===== config.mk =====
export PLATFORM = sky130hd
export DESIGN_NAME = branch_resolve_unit
export DESIGN_NICKNAME = d
export VERILOG_FILES = /design/src/rtl/branch_resolve_unit_pkg.sv /design/src/rtl/branch_resolve_unit_cond_eval.sv /design/src/rtl/branch_resolve_unit.sv
export SDC_FILE = /design/constraint.sdc
export NUM_CORES = 1
export LEC_CHECK = 0
export ABC_AREA = 1
export CORE_MARGIN = 3
export CORE_UTILIZATION = 55
export DETAILED_ROUTE_END_ITERATION = 6
export GPL_ROUTABILITY_DRIVEN = 0
export PLACE_DENSITY = 0.86
export SLEW_MARGIN = 25
export SYNTH_ARGS = -nofsm -noshare
export SYNTH_HDL_FRONTEND = slang
export SYNTH_SLANG_ARGS = --single-unit

===== constraint.sdc =====
create_clock -name clk -period 10.1 [get_ports clk]
set_clock_uncertainty 0.15 [all_clocks]
set_input_delay 3.03 -clock clk [delete_from_list [all_inputs] [get_ports clk]]
set_output_delay 3.03 -clock clk [all_outputs]
set_load 0.05 [all_outputs]

===== src/rtl/branch_resolve_unit_pkg.sv =====
// Shared encodings for the branch resolve unit: branch kinds, FSM states and
// ARM condition codes.
package branch_resolve_unit_pkg;

  typedef enum logic [1:0] {
    BK_B     = 2'b00,
    BK_CBZ   = 2'b01,
    BK_CBNZ  = 2'b10,
    BK_BCOND = 2'b11
  } br_kind_e;

  typedef enum logic [1:0] {
    ST_IDLE,
    ST_WAIT_FLAGS,
    ST_WAIT_OPND,
    ST_EVAL
  } state_e;

  localparam logic [3:0] CC_EQ = 4'b0000;
  localparam logic [3:0] CC_NE = 4'b0001;
  localparam logic [3:0] CC_HS = 4'b0010;
  localparam logic [3:0] CC_LO = 4'b0011;
  localparam logic [3:0] CC_MI = 4'b0100;
  localparam logic [3:0] CC_PL = 4'b0101;
  localparam logic [3:0] CC_HI = 4'b1000;
  localparam logic [3:0] CC_LS = 4'b1001;
  localparam logic [3:0] CC_AL = 4'b1110;
  localparam logic [3:0] CC_NV = 4'b1111;

endpackage


===== src/rtl/branch_resolve_unit_cond_eval.sv =====
// Combinational ARM condition evaluator over the {N,Z,C} flags; codes that
// need the V flag are reported as bad and evaluate not-taken.
module cond_eval
  import branch_resolve_unit_pkg::*;
(
  input  logic [2:0] nzc,
  input  logic [3:0] cond,
  output logic       taken,
  output logic       bad
);

  logic n, z, c;
  assign {n, z, c} = nzc;

  always_comb begin
    taken = 1'b0;
    bad   = 1'b0;
    case (cond)
      CC_EQ:        taken = z;
      CC_NE:        taken = ~z;
      CC_HS:        taken = c;
      CC_LO:        taken = ~c;
      CC_MI:        taken = n;
      CC_PL:        taken = ~n;
      CC_HI:        taken = c & ~z;
      CC_LS:        taken = ~c | z;
      CC_AL, CC_NV: taken = 1'b1;
      default:      bad   = 1'b1;
    endcase
  end

endmodule


===== src/rtl/branch_resolve_unit.sv =====
// Branch resolve unit: owns the N/Z/C flag register and the in-flight
// flag-setter count, resolves B/CBZ/CBNZ/B.cond and pulses a redirect to fetch.
module branch_resolve_unit
  import branch_resolve_unit_pkg::*;
#(
  parameter int n       = 64,
  parameter int MAXPEND = 4
) (
  input  logic         clk,
  input  logic         reset,
  input  logic         flush,
  input  logic         br_valid,
  output logic         br_ready,
  input  logic [1:0]   br_kind,
  input  logic [3:0]   br_cond,
  input  logic [n-1:0] br_pc,
  input  logic [n-1:0] br_offset,
  input  logic         fs_issue,
  output logic         fs_stall,
  input  logic         alu_valid,
  input  logic         alu_setflags,
  input  logic [n-1:0] alu_result,
  input  logic         alu_z,
  input  logic         alu_c,
  output logic         redirect_valid,
  output logic         redirect_taken,
  output logic [n-1:0] redirect_pc,
  output logic         bad_cond,
  output logic [2:0]   flags
);

  localparam int PW = $clog2(MAXPEND + 1);

  state_e         state;
  logic [PW-1:0]  pend;
  logic [2:0]     flags_q;
  br_kind_e       kind_q;
  logic [3:0]     cond_q;
  logic [n-1:0]   pc_q;
  logic [n-1:0]   off_q;
  logic           opz_q;

  logic           fs_write;
  logic           opnd_hit;
  logic           cc_taken;
  logic           cc_bad;
  logic           eval_taken;
  logic           eval_bad;
  logic [n-1:0]   tgt_pc;
  logic [n-1:0]   seq_pc;
  logic           unused_result_bits;

  assign fs_write = alu_valid & alu_setflags;
  assign opnd_hit = alu_valid & ~alu_setflags;
  assign fs_stall = (pend == PW'(MAXPEND));
  assign br_ready = (state == ST_IDLE);
  assign flags    = flags_q;

  // Only the sign bit of the ALU result feeds the N flag.
  assign unused_result_bits = ^alu_result[n-2:0];

  cond_eval u_cond_eval (
    .nzc   (flags_q),
    .cond  (cond_q),
    .taken (cc_taken),
    .bad   (cc_bad)
  );

  assign tgt_pc = pc_q + (off_q << 2);
  assign seq_pc = pc_q + n'(4);

  always_comb begin
    eval_taken = 1'b0;
    eval_bad   = 1'b0;
    case (kind_q)
      BK_B:     eval_taken = 1'b1;
      BK_CBZ:   eval_taken = opz_q;
      BK_CBNZ:  eval_taken = ~opz_q;
      BK_BCOND: begin
        eval_taken = cc_taken;
        eval_bad   = cc_bad;
      end
      default:  eval_taken = 1'b0;
    endcase
  end

  // Flag register and pending count; an issue and a retire in the same
  // cycle cancel even when the counter is saturated.
  always_ff @(posedge clk) begin
    if (reset) begin
      flags_q <= 3'b000;
      pend    <= '0;
    end else begin
      if (fs_write)
        flags_q <= {alu_result[n-1], alu_z, alu_c};
      if (flush)
        pend <= '0;
      else if (fs_issue && !fs_write) begin
        if (!fs_stall)
          pend <= pend + 1'b1;
      end else if (fs_write && !fs_issue && (pend != '0))
        pend <= pend - 1'b1;
    end
  end

  always_ff @(posedge clk) begin
    if (state == ST_IDLE && br_valid) begin
      kind_q <= br_kind_e'(br_kind);
      cond_q <= br_cond;
      pc_q   <= br_pc;
      off_q  <= br_offset;
    end
    if (state == ST_WAIT_OPND && opnd_hit)
      opz_q <= alu_z;
  end

  always_ff @(posedge clk) begin
    if (reset) begin
      state          <= ST_IDLE;
      redirect_valid <= 1'b0;
      redirect_taken <= 1'b0;
      redirect_pc    <= '0;
      bad_cond       <= 1'b0;
    end else begin
      redirect_valid <= 1'b0;
      if (flush)
        state <= ST_IDLE;
      else begin
        case (state)
          ST_IDLE: begin
            if (br_valid) begin
              case (br_kind_e'(br_kind))
                BK_B:     state <= ST_EVAL;
                BK_BCOND: state <= (pend == '0) ? ST_EVAL : ST_WAIT_FLAGS;
                default:  state <= ST_WAIT_OPND;
              endcase
            end
          end
          ST_WAIT_FLAGS: if (pend == '0) state <= ST_EVAL;
          ST_WAIT_OPND:  if (opnd_hit) state <= ST_EVAL;
          ST_EVAL: begin
            redirect_valid <= 1'b1;
            redirect_taken <= eval_taken;
            bad_cond       <= eval_bad;
            redirect_pc    <= eval_taken ? tgt_pc : seq_pc;
            state          <= ST_IDLE;
          end
          default: state <= ST_IDLE;
        endcase
      end
    end
  end

endmodule


* Word-level counts from Yosys, hierarchy flattened
Index checks and enable logic that the tools add are counted.
** Storage, ports and cells
- Bits in registers :: 208
- Latch bits :: 0
- RAM bits :: 0
- ROM bits :: 0
- Logic and storage cells :: 82
- Memories kept :: 0
** Operators by class
- $add $sub $neg :: 4
- $mul :: 0
- Div/mod/pow operators :: 0
- Magnitude comparators :: 0
- Eq/ne operators :: 21
- Shift-type cells :: 0
- Muxes and demuxes :: 15
- Bitwise logic cells :: 10
- Reduce and logical (&&, ||, !) cells :: 20
** Operators by type and width (count)
- 64-bit by 3-bit adder with 64-bit output, second input constant :: 1
- 64-bit adder :: 1
- 64-bit 2-to-1 mux :: 1
- 4-bit == test, second input constant :: 4
- 2-bit == test, second input constant :: 5
- 10-bit OR reduction :: 1
- 3-bit 2-to-1 mux :: 3
- 1-bit one-hot mux with 9 select lines :: 1
- 4-bit by 2-bit == test with 1-bit output, second input constant :: 2
- 4-bit by 3-bit == test with 1-bit output, second input constant :: 2
- 2-bit 2-to-1 mux :: 4
- 2-bit inequality test, second input constant :: 4
- 2-bit one-hot mux with 4 select lines :: 1
- 2-bit zero test :: 3
- 1-bit inverter :: 6
- 1-bit logical AND :: 5
- 2-bit by 1-bit == test with 1-bit output, second input constant :: 2
- 4-bit by 1-bit == test with 1-bit output, second input constant :: 1
- 4-bit zero test :: 1
- 1-bit one-hot mux with 4 select lines :: 1
- 2-bit one-hot mux with 2 select lines :: 1
- 2-bit AND reduction :: 2
- 2-bit OR reduction :: 2
- 3-bit by 1-bit adder with 3-bit output, second input constant :: 1
- other kinds (10) :: 15

* Logic depth before layout (Yosys ltp)
Gate-level depths: netlist of run 1.
- Word-level depth :: 5
- Gate-level depth with buffers :: 28

* By module
Synthesis of run 1 repeated with hierarchy kept, for this count alone.
** Second synthesis, totals
- Cell total of the unflattened synthesis :: 1899
- Area total of the unflattened synthesis :: 13210.2 um2
** By module, submodules not included
- branch_resolve_unit :: times used 1, cells each 1866, area each 13070.0 um2, seq. area each 5495.3 um2
- cond_eval :: times used 1, cells each 33, area each 140.1 um2, seq. area each 0.0 um2

* Least setup slack after synthesis of run 1
Ideal clock, no wire load.
- Path type :: input-to-reg
- From :: input port br_valid
- To :: register cond_q[0] (enable)
- Library setup time :: 485 ps
- Arrival time :: 5650 ps
- Data required time :: 9465 ps
- Path slack :: 3815 ps
- Cell stages on the path :: 2
- Cell sequence :: nand2_1 -> inv_1
** Between the ends
- Cells in the longest elaborated chain, start to end :: 1
** RTL lines
- from (decl) :: RTL line branch_resolve_unit.sv:12 : input logic br_valid,
- 1-bit logical AND :: RTL line branch_resolve_unit.sv:107 : if (state == ST_IDLE && br_valid) begin
- to (signal assigned) :: RTL line branch_resolve_unit.sv:109 : cond_q <= br_cond;
- to (decl) :: RTL line branch_resolve_unit.sv:38 : logic [3:0] cond_q;
Every way passes these cells.
A chain may end at the register's enable or synchronous reset.

* Worst setup path in the final report of run 1
- From :: register pend[0]
- To :: output port fs_stall
** Between the ends
- Cells in the longest elaborated chain, start to end :: 1
** RTL lines
- from (decl) :: RTL line branch_resolve_unit.sv:35 : logic [PW-1:0] pend;
- from (signal assigned) :: RTL line branch_resolve_unit.sv:100 : pend <= pend + 1'b1;
- from (signal assigned) :: RTL line branch_resolve_unit.sv:102 : pend <= pend - 1'b1;
- 3-bit == test :: RTL line branch_resolve_unit.sv:55 : assign fs_stall = (pend == PW'(MAXPEND));
- to (decl) :: RTL line branch_resolve_unit.sv:19 : output logic fs_stall,
Every way passes these cells.

==> reports/summary.txt, run 1 <==
Outcome - complete, no violations
Number of flops mapped to enable cells by yosys - 133
Cell Rows - 54
Post-Synth XOR/XNOR Area - 1.73%
Die Ht - 158 um
Largest net degree at the start of global routing - 111
GR Layer Usage met2 - 43.1%
Pins Over Slew Limit - 0
Drt drc - 0
Flops & latches, synth - 208
Unrepaired setup endpoints after global routing - false
Mux contribution to synthesized area - 0.0890%
Detail-routed via count per cell - 5.26
Drt pass-1 iters - 5
Most common cell after layout, fill and taps aside - nand2_1
Largest family of logic cells by synthesized area - simple AND/OR/NAND/NOR gates
Sequential element share of the synthesized area - 43.4%
Yosys top cell area share - 31.6%
Layout-stage area growth over the synthesis result - 24.4%
Cell leakage power - 7.62 nW
Diode insertion count for antenna repair - 0
Worst-path fanout max - 4
Number of post-CTS setup repair buffers - 0
Via count of the first global-routing pass - 10900
Warnings, synthesis - 0
Post-synthesis async set-or-reset flop share - 0%
Worst-margin pin slew - 0.977 ns
Launching element type of the critical path - flop
Busiest metal layer after global routing - met2
CTS HTree Levels - 1
Adder-Cell Fraction of Synth Area - 6.94%
Placed instance area - 15000 um^2
Final number of setup-violating endpoints - 0
Portion of total power attributed to combinational logic - 26.2%
Required arrival time at the worst endpoint - 6.92 ns
Area share of and/or/nand/nor cells after synthesis - 28.2%
Part of the total power dissipated in sequential elements - 41.4%
Fmax - 190 MHz
NumNets Final - 2217
Clock Tree Buf Depth - 3
Post-Route WL - 33700 um
Number of instances in the synthesized netlist - 1730
Largest area contributor in the synthesized netlist - edfxtp_1
Endpoint kind of the worst setup timing path - output port
Total clock buffers created by CTS - 22
Share of final-layout standard cells stronger than drive strength 1 - 4.75%
Wire length per cell - 15.1 um
Library cell used as clock root buffer - clkbuf_16
Arrival time at the worst endpoint - 2.10 ns
Compound-gate portion of the synthesized area - 8.68%
Largest voltage drop on the vdd net - 0.116 mV
Detailed placement HPWL - 26300 um
Core Util, Final - 70.8%
Port bufs - 213
Average cell area after synthesis - 7.32 um^2
Total congestion overflow after global routing - 0
Clock edge transition at the registers on the reported setup and hold paths - 0.06 ns
Routed via count - 11800
Yosys cell types - 44
Clock share of power - 32.4%
Max transition margin - 34.9%
Total of max-cap violations - 0
Clock tree from TritonCTS - yes
Number of resized instances in the post-cts repair step - 0
Effective utilization at floorplan - 56.9%
Power density normalized to cell area - 151 nW/um^2
Number of antenna violations at the first check in global routing - 1
Final TNS setup - 0 ns
Portion of the clock cycle consumed by the worst path in the final layout - 52.2%
Worst-Skew Late Latency - 0.52 ns
Final-report hold violation count - 0
Net switching power of the design - 0.747 mW
Synth top area cells - edfxtp_1 32%, nand2_1 13%, dfxtp_1 12%
Overall power of the completed layout - 2.38 mW
Post-route design area - 15700 um^2
IO Count - 279
Classification of the worst-slack hold path - flop to flop
GR met3 Demand/Resource - 4.54%
Initial detailed-routing violation count - 1095
Minimum period implied by the final worst setup slack - 5.28 ns
Hold buffer count at CTS - 0
WS Path Type - flop to output port
Die X - 158 um
Internal cell power - 1.63 mW
Post-synth design cell area - 12700 um^2
Most frequent cells in the layout - 430 x nand2_1, 328 x inv_1, 285 x nor2_1
Area enclosed by the die boundary - 24900 um^2
Aggregate global-route resource usage - 26.6%
Fraction of met1 tracks used by global routing - 37.5%
Area of the core - 22200 um^2
Number of clock sinks - 208
Switching power as a share of total power - 31.4%
Top FF cell, synth - edfxtp_1
Post-route ant nets - 0
Global-route wire length before repair - 53200 um
Post-synth net total - 2006
-- critical path, stage by stage (launching register included) --
cell             delay (ns)
dfxtp_1                0.35
or2_2                  0.33
nor2_1                 0.09
clkdlybuf4s50_1        0.80
-- routing by layer --
layer / vias up / wire, um
met1: 5254 / 14200
met5: - / 8
met3: 77 / 3580
met4: 2 / 859
met2: 575 / 15100
li1: 5853 / -
-- final timing paths --
| path | startpoint | end | slack (ns) | cells after the start |
|---|---|---|---|---|
| min | redirect_pc[0] | redirect_pc[0] | 0.33 | 2 |
| min reg2reg | redirect_pc[0] | redirect_pc[0] | 0.33 | 2 |
| max | pend[0] | fs_stall | 4.82 | 3 |
| max reg2reg | cond_q[0] | redirect_pc[50] | 5.54 | 23 |
-- power groups by stage --
stage | combinational, mW | sequential [mW] | clock (mW)
final | 0.623 | 0.986 | 0.771
after global routing | 0.686 | 0.990 | 0.820
after CTS | 0.607 | 0.986 | 0.786
after detailed placement | 0.602 | 1.00 | 0
after global placement | 0.588 | 1.00 | 0
after floorplan | 0.395 | 1.02 | 0
-- through the flow --
step,hold WS [ns],cells,setup slack [ns]
2_1_floorplan,0.294,1730,3.82
3_3_place_gp,0.306,2197,4.26
3_5_place_dp,0.320,2197,4.22
4_1_cts,0.333,2237,4.76
5_1_grt,0.370,2237,4.75
6_report,0.328,2237,4.82
-- area by class of cell --
| cell class | instances | area [um^2] |
|---|---|---|
| Tap cell | 280 | 350 |
| Fill cell | 1776 | 6490 |
| Sequential cell | 208 | 5500 |
| Timing Repair Buffer | 215 | 2150 |
| Clock buffer | 32 | 651 |
| Inverter | 339 | 1280 |
| Multi-Input combinational cell | 1155 | 5770 |
| Clock inverter | 8 | 53.8 |
-- registers in the layout, summed over array words and instances (netlist names) --
signal and flops:
bad_cond 1, cond_q 4, flags 3, kind_q 2
off_q 62, opz_q 1, pc_q 64, pend 3
redirect_pc 64, redirect_taken 1, redirect_valid 1, state 2
-- synthesized netlist by cell type (2+ instances only) --
cell,n
nand3_2,4
nor3_2,4
o21bai_1,16
buf_2,10
nor2_2,8
nand3_1,78
a21oi_1,95
nor3_1,5
o21ai_1,8
or2_2,3
inv_2,9
fa_1,2
o221ai_1,3
nand2_1,430
nand2_2,14
xnor2_1,6
nand3b_1,4
clkbuf_1,18
o211ai_1,4
o21ai_0,69
a221oi_1,2
ha_1,67
edfxtp_1,133
nor2_1,285
nor2_4,5
dfxtp_1,75
nand4_1,9
xor2_1,19
inv_1,330
-- logic make-up after synthesis --
family          Yosys count
simple gates            858
flops                   208
compound gates          202
buf+inv                 367
mux                       1
fa+ha+maj                69
xor+xnor                 25
(Power assumes the default switching activity.)
==> run 2, diff against run 1 <==
--- a/config.mk
+++ b/config.mk
@@ -7,10 +7,10 @@
 export LEC_CHECK = 0
 export ABC_AREA = 1
 export CORE_MARGIN = 3
-export CORE_UTILIZATION = 55
+export CORE_UTILIZATION = 47
 export DETAILED_ROUTE_END_ITERATION = 6
 export GPL_ROUTABILITY_DRIVEN = 0
-export PLACE_DENSITY = 0.86
+export PLACE_DENSITY = 0.78
 export SLEW_MARGIN = 25
 export SYNTH_ARGS = -nofsm -noshare
 export SYNTH_HDL_FRONTEND = slang
==> constraint.sdc (replaced) <==
create_clock -name clk -period 4.2 [get_ports clk]
set_clock_uncertainty 0.15 [all_clocks]
set_input_delay 1.26 -clock clk [delete_from_list [all_inputs] [get_ports clk]]
set_output_delay 1.26 -clock clk [all_outputs]
set_load 0.05 [all_outputs]
==> run 2 against run 1 <==
Wire length grew 0.30%. Sequential power grew 140%. Combinational power grew 140%. Worst hold slack gained 0.0085 ns. Non-clock buffer count grew 6. Critical endpoint is now redirect_pc[50]. Count of clock-buffer cells in the layout shrank 1. Sequential share of layout area shrank 0.34 points. Largest power group unchanged. Cell area grew 0.98%. Flip-flop and latch count is the same. First-iteration DRC count shrank 5.0%.
==> reports/summary.txt, run 2 (synthesis gave the netlist of run 1 again) <==
Placed instance area - 15200 um^2 (+1.1%)
Most common cell after layout, fill and taps aside - nand2_1
Largest voltage drop on the vdd net - 0.226 mV (+95%)
WS Path Type - flop to flop
Final TNS setup - 0 ns (unchanged)
Library cell used as clock root buffer - clkbuf_16
Outcome - complete, no violations
Required arrival time at the worst endpoint - 4.46 ns (-2.46 ns)
Most frequent CP cell - nand2_1
IO Count - 279 (unchanged)
Cell family with the largest share of critical-path delay - simple AND/OR/NAND/NOR gates
CTS HTree Levels - 1 (unchanged)
Clock edge transition at the registers on the reported setup and hold paths - 0.06 ns (about the same)
Reg-to-Reg End - redirect_pc[50]
Max transition margin - 51.1% (+16 points)
Cell Rows - 59 (+9.3%)
Endpoint kind of the worst setup timing path - flop
Portion of the clock cycle consumed by the worst path in the final layout - 90.5%
Layout filler cell count - 2344 (+32%)
Detailed placement HPWL - 27000 um (+2.7%)
Final-report hold violation count - 0 (unchanged)
Total clock buffers created by CTS - 22 (unchanged)
Slowest cell on crit path - fa_1
Number of post-CTS setup repair buffers - 0 (unchanged)
Post-route ant nets - 0 (unchanged)
Worst-margin pin slew - 0.732 ns (-0.245 ns)
Clock tree from TritonCTS - yes
Reg2reg start - cond_q[0]
Wire length per cell - 14.7 um (-2.3%)
Most frequent cells in the layout - 430 x nand2_1, 328 x inv_1, 285 x nor2_1
Number of clock sinks - 208 (unchanged)
Reg2Reg Setup Slack - 0.40 ns (-5.14 ns)
Power density normalized to cell area - 361 nW/um^2 (+140%)
Detail-routed via count per cell - 5.07 (-3.6%)
Worst-Skew Late Latency - 0.52 ns (about the same)
Initial detailed-routing violation count - 1040 (-5.0%)
Effective utilization at floorplan - 48.2% (-8.8 points)
Drt drc - 0 (unchanged)
Total placed cells including tap cells - 2258 (+2.8%)
Die X - 170 um (+7.9%)
Buffer and inverter count on the worst path - 3 (+2)
Worst Reg2Reg Path Length in Cells - 23 (unchanged)
Post-Route WL - 33800 um (+0.30%)
Area of the core - 26300 um^2 (+18%)
Die Ht - 170 um (+7.9%)
Cell leakage power - 7.65 nW (+0.46%)
Number of standard cells in the layout, taps in and fillers out - 2297 (+2.7%)
Layout-stage area growth over the synthesis result - 25.6%
Classification of the worst-slack hold path - flop to flop
Hold path cells - 2 (unchanged)
Unrepaired setup endpoints after global routing - false
Biggest regs - pc_q: 64 flops, redirect_pc: 64 flops, off_q: 62 flops
Worst-path cell chain - inv_1 -> nand2_1 -> nand2_1 -> nor2_1 -> nor2_1 -> nand2_1 -> nand2_1 -> nand2_1 -> nand2_1 -> inv_4 -> or2_2 -> ha_1 -> fa_1 -> nand2_1 -> o21ai_2 -> a21oi_1 -> o21ai_1 -> nand2_1 -> nand3_1 -> nand2_1 -> nand3_1 -> nand2_1 -> inv_1
Beginning of the worst hold path - redirect_pc[3]
Number of antenna violations at the first check in global routing - 0 (-1)
Core Util, Final - 60.5% (-10 points)
Share of final-layout standard cells stronger than drive strength 1 - 4.74% (-0.012 points)
Area enclosed by the die boundary - 28900 um^2 (+16%)
Post-route design area - 15900 um^2 (+0.98%)
Hold buffer count at CTS - 0 (unchanged)
Pins Over Slew Limit - 0 (unchanged)
Aggregate global-route resource usage - 22.9% (-3.7 points)
Via count of the first global-routing pass - 11000 (+1.1%)
Diode insertion count for antenna repair - 0 (unchanged)
Global-route wire length before repair - 53900 um (+1.2%)
Routed via count - 11600 (-1.0%)
Launching element type of the critical path - flop
Final number of setup-violating endpoints - 0 (unchanged)
Fmax - 263 MHz
Drt pass-1 iters - 5 (unchanged)
NumNets Final - 2223 (+0.27%)
Largest net degree at the start of global routing - 67 (-40%)
Worst-path fanout max - 25 (+21)
Hold endpoint - redirect_pc[3]
Total congestion overflow after global routing - 0 (unchanged)
Minimum period implied by the final worst setup slack - 3.80 ns
Clock Tree Buf Depth - 3 (unchanged)
Total of max-cap violations - 0 (unchanged)
Arrival time at the worst endpoint - 4.07 ns (+1.97 ns)
Port bufs - 213 (unchanged)
Delay of the slowest critical-path stage - 0.47 ns (-0.33 ns)
-- run 2: cell count changes in the layout (fill, tap and decap cells not counted) --
cell        delta
buf_12         +4
buf_4          +3
clkinv_1       +3
clkinv_2       -3
clkbuf_1       +2
clkbuf_8       -2
buf_6          -1
bufinv_16      +1
clkbuf_2       -1
clkinvlp_4     -1
-- run 2: area by class of cell --
type,instances,area [um^2],area share (%)
multi-input cells,1155,5770,36.3
flip-flops and latches,208,5500,34.6
repair buffers,221,2240,14.1
inverters,339,1280,8.04
clock buffers,31,626,3.94
well taps,335,419,2.64
clock inverters,8,70.1,0.441
-- run 2: layer usage --
layer,GRT usage (%),wire [um],vias to the layer above
li1,-,-,5861
met1,33.4,15400,5177
met2,34.9,14300,514
met3,4.25,3180,88
met4,6.74,1010,0
met5,0,0,-
-- run 2: what timing repair did --
action | 4_1_cts | 5_1_grt
setup endpoints to repair | 0 | 6
gates resized for setup | 0 | 2
endpoints found under the hold margin | 0 | 0
-- run 2: power by group --
group / leakage, nW / switching [mW] / internal [mW]
Combinational: 5.43 / 0.972 / 0.534
Clock: 0.338 / 0.777 / 1.10
Sequential: 1.88 / 0.0435 / 2.32
Total: 7.65 / 1.79 / 3.95
-- run 2: worst max-delay path by stage --
stage,start,end,slack [ns],depth (start not counted)
final,cond_q[0],redirect_pc[50],0.40,23
after global routing,cond_q[3],redirect_pc[61],0.08,24
after CTS,cond_q[0],redirect_pc[50],0.35,23
after detailed placement,cond_q[0],redirect_pc[50],0.37,23
after global placement,cond_q[0],redirect_pc[61],0.46,21
after floorplan,br_valid,cond_q[0],0.35,2
-- run 2: tightest hold or removal path, stage by stage (launching register included) --
cell and delay [ns]:
dfxtp_1 0.33, nor2_1 0.05, nor2_1 0.08
-- run 2: metrics by stage --
| step | setup WS (ns) | hold WS (ns) | power (mW) |
|---|---|---|---|
| floorplan | 0.354 | 0.294 | 3.39 |
| global placement | 0.461 | 0.313 | 3.85 |
| detailed placement | 0.369 | 0.329 | 3.88 |
| CTS | 0.350 | 0.343 | 5.76 |
| global route | 0.0819 | 0.363 | 6.05 |
| finish | 0.398 | 0.336 | 5.75 |
==> patch: new RTL, settings of run 1 <==
Set the parameter `MAXPEND` to 2 (it was 4).
--- a/src/rtl/branch_resolve_unit.sv
+++ b/src/rtl/branch_resolve_unit.sv
@@ -6,3 +6,3 @@
   parameter int n       = 64,
-  parameter int MAXPEND = 4
+  parameter int MAXPEND = 2
 ) (
Function: changed (Yosys sat finds a counterexample within 4 cycles, from zero or initial values and one cycle with reset high).
==> patch against run 1 <==
  * Maximum frequency rose by 1.2%
  * Final area is 0.11% higher
  * Sequential cell count shrank 1
  * Critical path depth unchanged
  * Worst setup slack better by 0.061 ns
  * Area after synthesis shrank 0.29%
  * Clock power is 4.5% higher
  * Power up 0.89%
  * Routed wire length increased by 0.65%
  * Critical endpoint is now br_ready
==> patch: results (changes against run 1) <==
status:
  status: "finished, final reports clean"  # unchanged
grt:
  grt_pass1_wl_um: 53200  # about the same
  antenna_found_initial: 0  # was 1
  grt_pass1_vias: 11000  # was 10900
  grt_max_degree: 101  # was 111
  grt_usage: 0.266  # about the same
clock_network:
  htree_levels: 1  # unchanged
  post_cts.repair.setup_buffers: 0  # unchanged
  cts_root_buf: "clkbuf_16"  # unchanged
  path_clk_slew_ns: 0.06  # about the same
  cts_max_path_buffers: 3  # unchanged
  cts_hold_buf: 0  # unchanged
  clock_latency_ns: 0.52  # about the same
  cts_resized: 0  # unchanged
  cts_buffers: 22  # unchanged
detailed_routing:
  dr.pass1.iters: 6  # was 5
  wl_met2_um: 15200  # was 15100 µm
  drtIter0Drc: 1234  # was 1095
  vias_per_cell: 5.26  # about the same
  totalWireLength_um: 33900  # was 33700 µm
  highest_layer: "met4"  # was met5
  dr_wl_met3_um: 3600  # was 3580 µm
  routedWlPerCell_um: 15.1  # about the same
  wl_met1_um: 14100  # was 14200 µm
yosys:
  syn_nets: 2010  # was 2006
  synth_area_per_cell_um2: 7.27  # was 7.32 µm²
  synth_area_leaders: "edfxtp_1 32%, nand2_1 13%, dfxtp_1 12%"  # unchanged
  synth_warnings: 0  # unchanged
  yosysSeqAreaShare: 0.434  # about the same
  synth_edf_count: 133  # unchanged
  synthArstFlopShare: 0  # unchanged
  ys_types: 38  # was 44
  yosys-top-cells-count: "425 x nand2_1, 334 x inv_1, 289 x nor2_1"  # was 430 x nand2_1, 330 x inv_1, 285 x nor2_1
placed_design:
  dp_slack_ns: 4.20  # was 4.22 ns
  port_buffers: 213  # unchanged
  dp_hpwl_um: 26300  # about the same
cells_and_area:
  diodes: 0  # unchanged
  fillers: 1775  # was 1776
  layout-drive-gt1-share: 0.0549  # was 0.0475
  nets: 2225  # was 2217
  reg.largest.list: "pc_q x64, redirect_pc x64, off_q x62"  # unchanged
min_path:
  hold_class: "reg -> reg"  # unchanged
worst_setup_path:
  cp.arrival_ns: 2.04  # was 2.10 ns
  worstPathMaxFanout: 4  # unchanged
pwr:
  ir_drop_mv: 0.148  # was 0.116 mV
  p_leak_nw: 7.63  # was 7.62 nW
  p_sw_frac: 0.309  # was 0.314
sta:
  worst_slew_pin_slew_ns: 0.954  # was 0.977 ns
run:
  drv_cap: 0  # unchanged
[patch: area by class of cell]
type                    instances  area, µm²  share of cell area
flip-flops and latches        207       5480               0.347
multi-input cells            1158       5740               0.364
clock inverters                 8       75.1             0.00476
well taps                     280        350              0.0222
repair buffers                217       2160               0.137
inverters                     344       1290              0.0821
clock buffers                  32        661              0.0419
[patch: critical path, cell delays in order (launching register included)]
cell             delay [ns]
dfxtp_1                0.34
inv_1                  0.12
ha_1                   0.24
clkdlybuf4s50_1        0.83
[patch: stage by stage]
step | hold WS [ns] | area [µm²] | total power [mW]
3_3_place_gp | 0.313 | 15000 | 1.58
6_report | 0.334 | 15800 | 2.40
5_1_grt | 0.374 | 15800 | 2.51
3_5_place_dp | 0.323 | 15000 | 1.59
2_1_floorplan | 0.309 | 12600 | 1.40
4_1_cts | 0.339 | 15800 | 2.40
[patch: cells by family after synthesis]
kind of cell	count (synthesis)	synth area share
and+or+nand+nor	876	0.289
buffers and inverters	370	0.111
DFF	207	0.434
AOI/OAI and AO/OA	189	0.0804
adders and majority gates	68	0.0680
xor gates and xnor gates	24	0.0167
muxes	1	0.000892
[patch: routing by layer]
layer  GRT usage  vias up
met3      0.0547      105
met2       0.440      604
li1            -     5853
met5           0        -
met1       0.358     5245
met4      0.0727        0
[patch: power groups by stage]
stage	registers, mW	logic (mW)	clock network (mW)
6_report	0.979	0.616	0.806
5_1_grt	0.984	0.676	0.855
4_1_cts	0.979	0.602	0.823
3_5_place_dp	0.997	0.597	0
3_3_place_gp	0.994	0.585	0
2_1_floorplan	1.01	0.393	0
[patch: final timing paths]
| path | startpoint | to | slack (ns) | cells past startpoint |
|---|---|---|---|---|
| setup / recovery | state[0] | br_ready | 4.88 | 3 |
| hold / removal | redirect_pc[1] | redirect_pc[1] | 0.33 | 2 |
| setup reg to reg | cond_q[3] | redirect_pc[60] | 5.79 | 26 |
| hold reg to reg | redirect_pc[1] | redirect_pc[1] | 0.33 | 2 |
